<file path="src/rtl/gift_ctrl_pkg.sv">
// Shared definitions for the GIFT-128 round controller.
//   state_e     : controller state encoding (IDLE, RUN, DONE)
//   RC_INIT     : round-constant register value before the first LFSR step
//   DEF_ROUNDS  : default number of round iterations per block
//   lfsr_next() : 5-bit round-constant LFSR next-state function
package gift_ctrl_pkg;

  typedef enum logic [1:0] {
    IDLE = 2'd0,
    RUN  = 2'd1,
    DONE = 2'd2
  } state_e;

  localparam logic [4:0] RC_INIT    = 5'h00;
  localparam int         DEF_ROUNDS = 40;

  // Shift left by one and feed back the inverted XOR of bits 4 and 2.
  function automatic logic [4:0] lfsr_next(input logic [4:0] r);
    return {r[3:0], ~(r[4] ^ r[2])};
  endfunction

endpackage

</file>
<file path="src/rtl/gift_rc_lfsr.sv">
// Round-constant generator for the GIFT-128 round controller.
// Ports:
//   clk  : rising-edge clock
//   rst  : synchronous active-high reset (register clears to RC_INIT)
//   load : load lfsr(RC_INIT), the constant used by round 0
//   step : advance the LFSR by one round (load has priority)
//   rc_q : current round constant
module gift_rc_lfsr
  import gift_ctrl_pkg::*;
(
  input  logic       clk,
  input  logic       rst,
  input  logic       load,
  input  logic       step,
  output logic [4:0] rc_q
);

  logic [4:0] rc_d;

  // Select load, step or hold for the round-constant register.
  always_comb begin
    rc_d = rc_q;
    if (load) begin
      rc_d = lfsr_next(RC_INIT);
    end else if (step) begin
      rc_d = lfsr_next(rc_q);
    end else begin
      rc_d = rc_q;
    end
  end

  // Round-constant register with synchronous reset.
  always_ff @(posedge clk) begin
    if (rst) begin
      rc_q <= RC_INIT;
    end else begin
      rc_q <= rc_d;
    end
  end

endmodule

</file>
<file path="src/rtl/gift_round_ctrl.sv">
// Iterative round controller wrapped around the combinational GIFT-128
// round (layer_Function, instantiated by the parent).
// Ports:
//   clk, rst                    : clock, synchronous active-high reset
//   in_valid/in_ready           : plaintext/key/mode input handshake
//   in_plain, in_key, in_mode   : block inputs, sampled at accept
//   out_valid/out_ready         : ciphertext output handshake
//   out_cipher                  : ciphertext (the state register)
//   busy, rnd                   : RUN indicator and current round index
//   core_plain/key/rcon/rcc     : drive the round core
//   core_cipher, core_tkey      : round core results
module gift_round_ctrl
  import gift_ctrl_pkg::*;
#(
  parameter int ROUNDS = DEF_ROUNDS,
  parameter int CNT_W  = 6
) (
  input  logic             clk,
  input  logic             rst,
  input  logic             in_valid,
  output logic             in_ready,
  input  logic [127:0]     in_plain,
  input  logic [127:0]     in_key,
  input  logic [1:0]       in_mode,
  output logic             out_valid,
  input  logic             out_ready,
  output logic [127:0]     out_cipher,
  output logic             busy,
  output logic [CNT_W-1:0] rnd,
  output logic [127:0]     core_plain,
  output logic [127:0]     core_key,
  output logic [4:0]       core_rcon,
  output logic [1:0]       core_rcc,
  input  logic [127:0]     core_cipher,
  input  logic [127:0]     core_tkey
);

  localparam logic [CNT_W-1:0] LAST_RND = CNT_W'(ROUNDS - 1);

  state_e           state_q, state_d;
  logic [127:0]     st_q, st_d;
  logic [127:0]     key_q, key_d;
  logic [1:0]       mode_q, mode_d;
  logic [CNT_W-1:0] cnt_q, cnt_d;
  logic [4:0]       rc_q;
  logic             rc_load, rc_step;

  gift_rc_lfsr u_rc (
    .clk  (clk),
    .rst  (rst),
    .load (rc_load),
    .step (rc_step),
    .rc_q (rc_q)
  );

  // Next-state and datapath-register update for the controller FSM.
  always_comb begin
    state_d = state_q;
    st_d    = st_q;
    key_d   = key_q;
    mode_d  = mode_q;
    cnt_d   = cnt_q;
    rc_load = 1'b0;
    rc_step = 1'b0;
    case (state_q)
      IDLE: begin
        if (in_valid) begin
          st_d    = in_plain;
          key_d   = in_key;
          mode_d  = in_mode;
          cnt_d   = {CNT_W{1'b0}};
          rc_load = 1'b1;
          state_d = RUN;
        end else begin
          state_d = IDLE;
        end
      end
      RUN: begin
        st_d    = core_cipher;
        key_d   = core_tkey;
        rc_step = 1'b1;
        // The last round's edge also clears the counter so rnd reads 0 in DONE.
        if (cnt_q == LAST_RND) begin
          cnt_d   = {CNT_W{1'b0}};
          state_d = DONE;
        end else begin
          cnt_d   = cnt_q + {{(CNT_W-1){1'b0}}, 1'b1};
          state_d = RUN;
        end
      end
      DONE: begin
        if (out_ready) begin
          state_d = IDLE;
        end else begin
          state_d = DONE;
        end
      end
      default: begin
        state_d = IDLE;
      end
    endcase
  end

  // Controller registers with synchronous reset.
  always_ff @(posedge clk) begin
    if (rst) begin
      state_q <= IDLE;
      st_q    <= 128'h0;
      key_q   <= 128'h0;
      mode_q  <= 2'b00;
      cnt_q   <= {CNT_W{1'b0}};
    end else begin
      state_q <= state_d;
      st_q    <= st_d;
      key_q   <= key_d;
      mode_q  <= mode_d;
      cnt_q   <= cnt_d;
    end
  end

  // Handshake outputs decode the state register only, so neither ready nor
  // valid has a combinational path from the opposite side of the handshake.
  assign in_ready   = (state_q == IDLE);
  assign out_valid  = (state_q == DONE);
  assign busy       = (state_q == RUN);
  assign rnd        = busy ? cnt_q : {CNT_W{1'b0}};
  assign out_cipher = st_q;
  assign core_plain = st_q;
  assign core_key   = key_q;
  assign core_rcon  = rc_q;
  assign core_rcc   = mode_q;

endmodule
</file>
<file path="config.mk">
export PLATFORM = sky130hd
export DESIGN_NAME = gift_round_ctrl
export DESIGN_NICKNAME = d
export VERILOG_FILES = /design/src/rtl/gift_ctrl_pkg.sv /design/src/rtl/gift_rc_lfsr.sv /design/src/rtl/gift_round_ctrl.sv
export SDC_FILE = /design/constraint.sdc
export NUM_CORES = 1
export LEC_CHECK = 0
export ABC_AREA = 1
export CAP_MARGIN = 20
export CORE_AREA = 10 10 352 354
export CTS_BUF_LIST = sky130_fd_sc_hd__clkbuf_8
export DETAILED_ROUTE_END_ITERATION = 12
export DIE_AREA = 0 0 362 364
export DONT_BUFFER_PORTS = 1
export GPL_ROUTABILITY_DRIVEN = 1
export HOLD_SLACK_MARGIN = 0.02
export PLACE_DENSITY = 0.3
export SLEW_MARGIN = 0
export SYNTH_ARGS = -nofsm -noshare
export SYNTH_HDL_FRONTEND = slang
export SYNTH_HIERARCHICAL = 1
export SYNTH_SLANG_ARGS = --single-unit
</file>
<file path="constraint.sdc">
create_clock -name clk -period 1.7 [get_ports clk]
set_input_delay 0.34 -clock clk [delete_from_list [all_inputs] [get_ports clk]]
set_output_delay 0.34 -clock clk [all_outputs]
set_load 0.02 [all_outputs]
</file>
==> results of run 1 <==
==> critical path, cell delays in order, from the launching register on <==
cell	delay, ps
dfxtp_4	410
nand2_8	80
buf_16	150
nor2_4	90
buf_6	130
==> cells in the mapped netlist <==
| cell | instances |
|---|---|
| nand3_1 | 261 |
| nand2_8 | 1 |
| o211a_1 | 256 |
| buf_6 | 30 |
| nor2_1 | 17 |
| o21ai_0 | 6 |
| a21oi_4 | 1 |
| buf_12 | 1 |
| buf_2 | 67 |
| buf_1 | 2 |
| nand2_4 | 2 |
| a211oi_2 | 1 |
| nand2_1 | 534 |
| or2_1 | 1 |
| buf_4 | 147 |
| a21oi_1 | 12 |
| nand4_1 | 2 |
| inv_2 | 4 |
| ha_1 | 1 |
| dfxtp_1 | 271 |
| clkbuf_1 | 23 |
| inv_1 | 12 |
| nor2_2 | 1 |
==> sequential cells by signal, indices dropped and copies added, names as in the netlist <==
name and flops:
core_key 128, state_q 2, cnt_q 6, core_rcc 2, core_plain 128, u_rc/rc_q 5
==> per-stage QoR <==
step | worst slack [ps] | cells | hold WS, ps | util [%] | TNS, ps
after floorplan | 267.2 | 1653 | 409.1 | - | 0
after global placement | -39.45 | 3030 | 414.3 | 12.48 | -39.45
after detailed placement | -75.71 | 3030 | 418.5 | 12.48 | -134.1
after CTS | -276.6 | 3661 | 24.00 | 18.56 | -6214
after global routing | -254.9 | 3819 | 30.76 | 22.54 | -17870
final | -144.1 | 3820 | 108.1 | 22.54 | -5317
==> area by class of cell <==
| type | instances | share of cell area [%] |
|---|---|---|
| flip-flops and latches | 271 | 21.19 |
| diodes | 3 | 0.02843 |
| repair buffers | 801 | 38.07 |
| well taps | 1536 | 7.279 |
| inverters | 16 | 0.3364 |
| clock buffers | 70 | 3.649 |
| multi-input cells | 1098 | 28.96 |
| clock inverters | 25 | 0.4881 |
==> power groups by stage <==
| stage | registers, mW | clock network (mW) | logic, mW |
|---|---|---|---|
| floorplan | 8.43 | 0 | 3.01 |
| global placement | 9.23 | 0 | 3.14 |
| detailed placement | 9.21 | 0 | 3.20 |
| CTS | 9.15 | 7.23 | 4.62 |
| global route | 9.23 | 7.43 | 7.61 |
| finish | 9.13 | 6.87 | 7.17 |
==> logic make-up after synthesis <==
logic type      synth area share [%]
compound gates                 19.84
fa+ha+maj                    0.09259
buf+inv                        14.44
flops                          40.15
simple gates                   25.47
==> worst max-delay path by stage <==
stage	to	slack [ps]	cells past startpoint
2_1_floorplan	rnd[0]	270	4
3_3_place_gp	u_rc/rc_q[0]	-40	7
3_5_place_dp	u_rc/rc_q[3]	-80	6
4_1_cts	rnd[0]	-280	5
5_1_grt	rnd[5]	-250	5
6_report	rnd[3]	-140	4
==> cells in the final DEF (no fill, tap or decap), types with 24 or more instances in the layout <==
| cell type | n |
|---|---|
| clkbuf_8 | 70 |
| clkbuf_16 | 67 |
| inv_1 | 30 |
| dlygate4sd3_1 | 514 |
| buf_8 | 24 |
| buf_4 | 61 |
| buf_12 | 61 |
| dfxtp_2 | 94 |
| nand3_2 | 143 |
| nand2_2 | 49 |
| nand3_1 | 104 |
| nand2_1 | 434 |
| dfxtp_1 | 163 |
| buf_6 | 52 |
| o211a_1 | 256 |
| nand2_4 | 52 |
==> metal layers <==
metal / GRT usage [%] / vias to the layer above / share of wire [%]
met2: 19.23 / 978 / 52
li1: - / 6779 / -
met3: 4.600 / 209 / 8.9
met4: 4.197 / 2 / 3.7
met5: 0 / - / 0.012
met1: 10.42 / 7643 / 35
==> repair_timing <==
action                     4_1_cts  5_1_grt
buffers inserted                12       65
setup endpoints to repair      217      250
hold buffers                   515        0
pin swaps                        1       35
hold endpoints to repair       271        0
cloned                           9       94
resized for setup              190      490
==> summary.md, run 1 <==
| Metric | Value |
|---|---|
| Mapped Nets | `2,172` |
| Clk slew on worst S/H paths | `60 ps` |
| GRT Overall Usage | `10.54%` |
| Pin count of the biggest net entering global routing | `111` |
| Io pins | `918` |
| CTS tree | `built` |
| Max Root-Sink Buffers | `3` |
| CTS Sinks | `271` |
| Setup-failing EPs final | `113` |
| #FFs+latches synth | `271` |
| H-tree levels | `2` |
| Critical Path RT | `1360 ps` |
| Status | `finished, violations left` |
| Distinct cells, synth | `23` |
| Pre-antenna DRT Iters | `5` |
| Layout area overhead | `95.42%` |
| Post-route cell area | `0.02640 mm2` |
| First-pass GRT wire length | `104.9 mm` |
| IO buf count | `0` |
| Die Y | `364 um` |
| Critical-path maximum fanout | `5` |
| RR Startpoint | `state_q[1]` |
| Unrepaired setup endpoints after global routing | `true` |
| Type of origin of the critical path | `register` |
| Power per cell area | `877.8 mW/mm2` |
| Root Driver | `clkbuf_8` |
| Sequential group share of total power | `39.4%` |
| Tmin final | `1844 ps` |
| Reg-to-Reg End | `core_key[35]` |
| Final Skew | `15.27 ps` |
| Final hold viol count | `0` |
| Switch share | `36.75%` |
| Worst Setup SP | `state_q[0]` |
| Worst-margin pin slew | `797.2 ps` |
| Mean Syn Cell Area | `8.174 um2` |
| Register area | `0.005595 mm2` |
| DIE AREA | `0.1318 mm2` |
| Worst-skew pair later-pin latency | `650 ps` |
| Tot Pwr | `23.18 mW` |
| Starting DRT DRC Count | `1,119` |
| Min-delay src | `in_key[114]` |
| Fmax | `0.5423 GHz` |
| Routed wire length | `97.70 mm` |
| Number of global-route vias before repair | `15,370` |
| Final net count | `2,760` |
| Slew Limit Fails | `0` |
| Drt drc | `0` |
| Hpwl dp | `53.23 mm` |
| Hold Crit Depth | `4` |
| WP data arrival | `1500 ps` |
| Max Cap Violations | `0` |
| R2R Setup Slk | `-110 ps` |
| WHS Endpoint | `core_key[114]` |
| Leakage power | `12.75 nW` |
| Antenna Nets Post-Route | `0` |
| Clock share of power | `29.7%` |
| Remaining Overflow, GRT | `0` |
| Die Wd | `362 um` |
| Post-synth top area share | `40.15%` |
| WS Path Type | `register to output pin` |
| GPL Wtd Cong | `0.8541` |
| Total number of vias | `15,610` |
| Drt wl/cell | `25.57 um` |
| Fin crit share | `108.5%` |
| Sequential area share after synthesis | `40.15%` |
| Initial core utilization | `11.54%` |
| Comb power frac | `30.9%` |
| Area of the multi-input gates | `0.007646 mm2` |
| Final WS setup | `-144.1 ps` |
| CTS Buf Count | `53` |
| Peak supply drop | `0.4368 mV` |
| Top cells by area, synth | `dfxtp_1 (40%), o211a_1 (19%), nand2_1 (15%), nand3_1 (9.7%), buf_4 (8.2%)` |
| Cell Rows | `126` |
| Hold crit path type | `primary input to register` |
| Psw | `8.517 mW` |
| Synth area leader | `dfxtp_1` |
| DP Area | `0.01461 mm2` |
| Worst Reg-to-Reg Cells | `11` |
| Layout cells sized above 1 | `32.84%` |
| Via/cell ratio | `4.087` |
| Antenna violations before repair | `5` |
| Ys Warns | `6` |
| Gate Count Post-Synth | `1,653` |
| Cell Int Power | `14.66 mW` |
| CP endpoint kind | `output pin` |
| Fill cells | `12,500` |
| Failing checks | `negative setup slack` |
| Core ar. | `0.1171 mm2` |
| Syn Std Cell Area | `0.01351 mm2` |
| Slew margin rel. | `46.85%` |
Power figures use the tool's default switching activity.
==> run 2: changes to the inputs <==
==> constraint.sdc (replaced) <==
create_clock -name clk -period 1.7 [get_ports clk]
set_input_delay 0.425 -clock clk [delete_from_list [all_inputs] [get_ports clk]]
set_output_delay 0.425 -clock clk [all_outputs]
set_load 0.02 [all_outputs]
==> summary.md, run 2 (synthesized netlist as in run 1, its figures left out) <==
| Metric | Value |
|---|---|
| Status | `finished, violations left (unchanged)` |
| Failing checks | `negative setup slack (unchanged)` |
| Routed wire length | `76.52 mm (was 97.70 mm)` |
| Worst-margin pin slew | `505.5 ps (was 797.2 ps)` |
| Via/cell ratio | `3.903 (was 4.087)` |
| CTS Sinks | `271 (unchanged)` |
| Clock share of power | `32.6% (was 29.7%)` |
| Slew Limit Fails | `0 (unchanged)` |
| Tmin final | `1916 ps (was 1844 ps)` |
| Worst Reg-to-Reg Cells | `8 (was 11)` |
| GPL Wtd Cong | `0.8331 (was 0.8541)` |
| Cell Rows | `126 (unchanged)` |
| Hold crit path type | `primary input to register (unchanged)` |
| Placed insts | `3,053 (was 3,030)` |
| Most frequent cells in the layout | `nand2_1 (534), dlygate4sd3_1 (505), nand3_1 (258) (was dlygate4sd3_1 (514), nand2_1 (434), o211a_1 (256))` |
| Layout area overhead | `65.62% (was 95.42%)` |
| Sequential group share of total power | `43.6% (was 39.4%)` |
| Fill cells | `12,880 (was 12,500)` |
| WP data arrival | `1490 ps (was 1500 ps)` |
| Comb power frac | `23.8% (was 30.9%)` |
| GRT Overall Usage | `10.62% (was 10.54%)` |
| Starting DRT DRC Count | `1,174 (was 1,119)` |
| Final WS setup | `-216.0 ps (was -144.1 ps)` |
| Critical-path maximum fanout | `8 (was 5)` |
| IO buf count | `0 (unchanged)` |
| Layout cells sized above 1 | `19.33% (was 32.84%)` |
| Switch share | `35.55% (was 36.75%)` |
| First-pass GRT wire length | `105.1 mm (was 104.9 mm)` |
| Initial core utilization | `11.54% (unchanged)` |
| Antenna violations before repair | `2 (was 5)` |
| Hold Crit Depth | `3 (was 4)` |
| Fmax | `0.5219 GHz (was 0.5423 GHz)` |
| DP Area | `0.01485 mm2 (was 0.01461 mm2)` |
| CTS Buf Count | `52 (was 53)` |
| Io pins | `918 (unchanged)` |
| Core ar. | `0.1171 mm2 (unchanged)` |
| Die Y | `364 um (unchanged)` |
| Hold_ws | `123.4 ps (was 108.1 ps)` |
| Slew margin rel. | `66.19% (was 46.85%)` |
| Remaining Overflow, GRT | `0 (unchanged)` |
| H-tree levels | `2 (unchanged)` |
| Setup TNS | `-2946 ps (was -5317 ps)` |
| Drt wl/cell | `20.78 um (was 25.57 um)` |
| Max Root-Sink Buffers | `3 (unchanged)` |
| Peak supply drop | `0.5018 mV (was 0.4368 mV)` |
| Hpwl dp | `53.20 mm (was 53.23 mm)` |
| Number of global-route vias before repair | `15,100 (was 15,370)` |
| Setup-failing EPs final | `59 (was 113)` |
| DIE AREA | `0.1318 mm2 (unchanged)` |
| Final hold viol count | `0 (unchanged)` |
| CP endpoint kind | `output pin (unchanged)` |
| Final Skew | `27.03 ps (was 15.27 ps)` |
| Area of the multi-input gates | `0.006205 mm2 (was 0.007646 mm2)` |
| Diode count | `0 (was 3)` |
| Drt drc | `0 (unchanged)` |
| Fin crit share | `112.7% (was 108.5%)` |
| Power per cell area | `932.0 mW/mm2 (was 877.8 mW/mm2)` |
| Layout Cells excl Fill | `3,683 (was 3,820)` |
| Psw | `7.414 mW (was 8.517 mW)` |
| Pre-antenna DRT Iters | `5 (unchanged)` |
| Pin count of the biggest net entering global routing | `65 (was 111)` |
| Antenna Nets Post-Route | `0 (unchanged)` |
| Cell Int Power | `13.44 mW (was 14.66 mW)` |
| Root Driver | `clkbuf_8 (unchanged)` |
| Register area | `0.005698 mm2 (was 0.005595 mm2)` |
| Total number of vias | `14,380 (was 15,610)` |
| Die Wd | `362 um (unchanged)` |
| Post-route cell area | `0.02238 mm2 (was 0.02640 mm2)` |
| Worst-skew pair later-pin latency | `640 ps (was 650 ps)` |
| Unrepaired setup endpoints after global routing | `true (unchanged)` |
| Max Cap Violations | `0 (unchanged)` |
| Leakage power | `10.71 nW (was 12.75 nW)` |
| Final net count | `2,628 (was 2,760)` |
| Critical Path RT | `1270 ps (was 1360 ps)` |
| CTS tree | `built (unchanged)` |
| Type of origin of the critical path | `register (unchanged)` |
| Tot Pwr | `20.86 mW (was 23.18 mW)` |
| Commonest non-fill, non-tap cell in the layout | `nand2_1 (was dlygate4sd3_1)` |
| Clk slew on worst S/H paths | `60 ps (about the same)` |
| WS Path Type | `register to output pin (unchanged)` |
-- run 2: changes by cell type in the layout (fill, tap and decap cells not counted), sizes merged, moves of 2 or more --
cell	previous run	this run
buf	216	158
bufbuf	3	5
clkbuf	137	70
diode	3	0
dlygate4sd3	514	505
nand2	539	537
-- run 2: cell type report --
class	count	area share (%)
Timing Repair Buffer	672	33.04
Inverter	16	0.3690
Clock inverter	26	0.7492
Clock buffer	66	4.059
Tap cell	1536	8.588
Multi-Input combinational cell	1096	27.73
Sequential cell	271	25.46
-- run 2: per-layer routing --
layer	share of wire [%]	track usage, %	wire length, um	vias up
met5	0	0	0	-
met4	3.3	3.747	2540	0
met3	9.6	3.979	7355	146
met2	51	19.41	39230	898
met1	36	11.04	27400	6881
li1	-	-	-	6451
-- run 2: power groups by stage --
stage | Combinational, mW | Sequential (mW) | Clock, mW
floorplan | 3.01 | 8.43 | 0
global placement | 3.29 | 9.15 | 0
detailed placement | 3.34 | 9.13 | 0
CTS | 4.89 | 9.12 | 7.23
global route | 5.38 | 9.19 | 7.49
finish | 4.96 | 9.09 | 6.81
-- run 2: through the flow --
stage | util [%] | setup slack [ps]
2_1_floorplan | - | 182.2
3_3_place_gp | 12.68 | -28.61
3_5_place_dp | 12.68 | -131.9
4_1_cts | 18.89 | -360.2
5_1_grt | 19.10 | -364.0
6_report | 19.10 | -216.0
-- run 2: what timing repair did --
action,in CTS,in global routing
pin swaps,1,1
gates cloned,9,5
endpoints found under the hold margin,270,0
buffers inserted,11,8
gates resized for setup,305,15
hold buffers,505,0
endpoints found under the setup margin,389,298
-- run 2: final timing paths --
path	slack, ps	start	to
setup / recovery	-220	state_q[1]	rnd[4]
hold / removal	120	core_tkey[126]	core_key[126]
setup reg to reg	-80	state_q[1]	core_key[75]
hold reg to reg	490	cnt_q[5]	cnt_q[5]
-- run 2: critical path: stages (launching register included) --
cell	delay, ps
dfxtp_2	330
inv_4	70
nand2_8	80
buf_12	160
nor2_4	80
buf_6	120
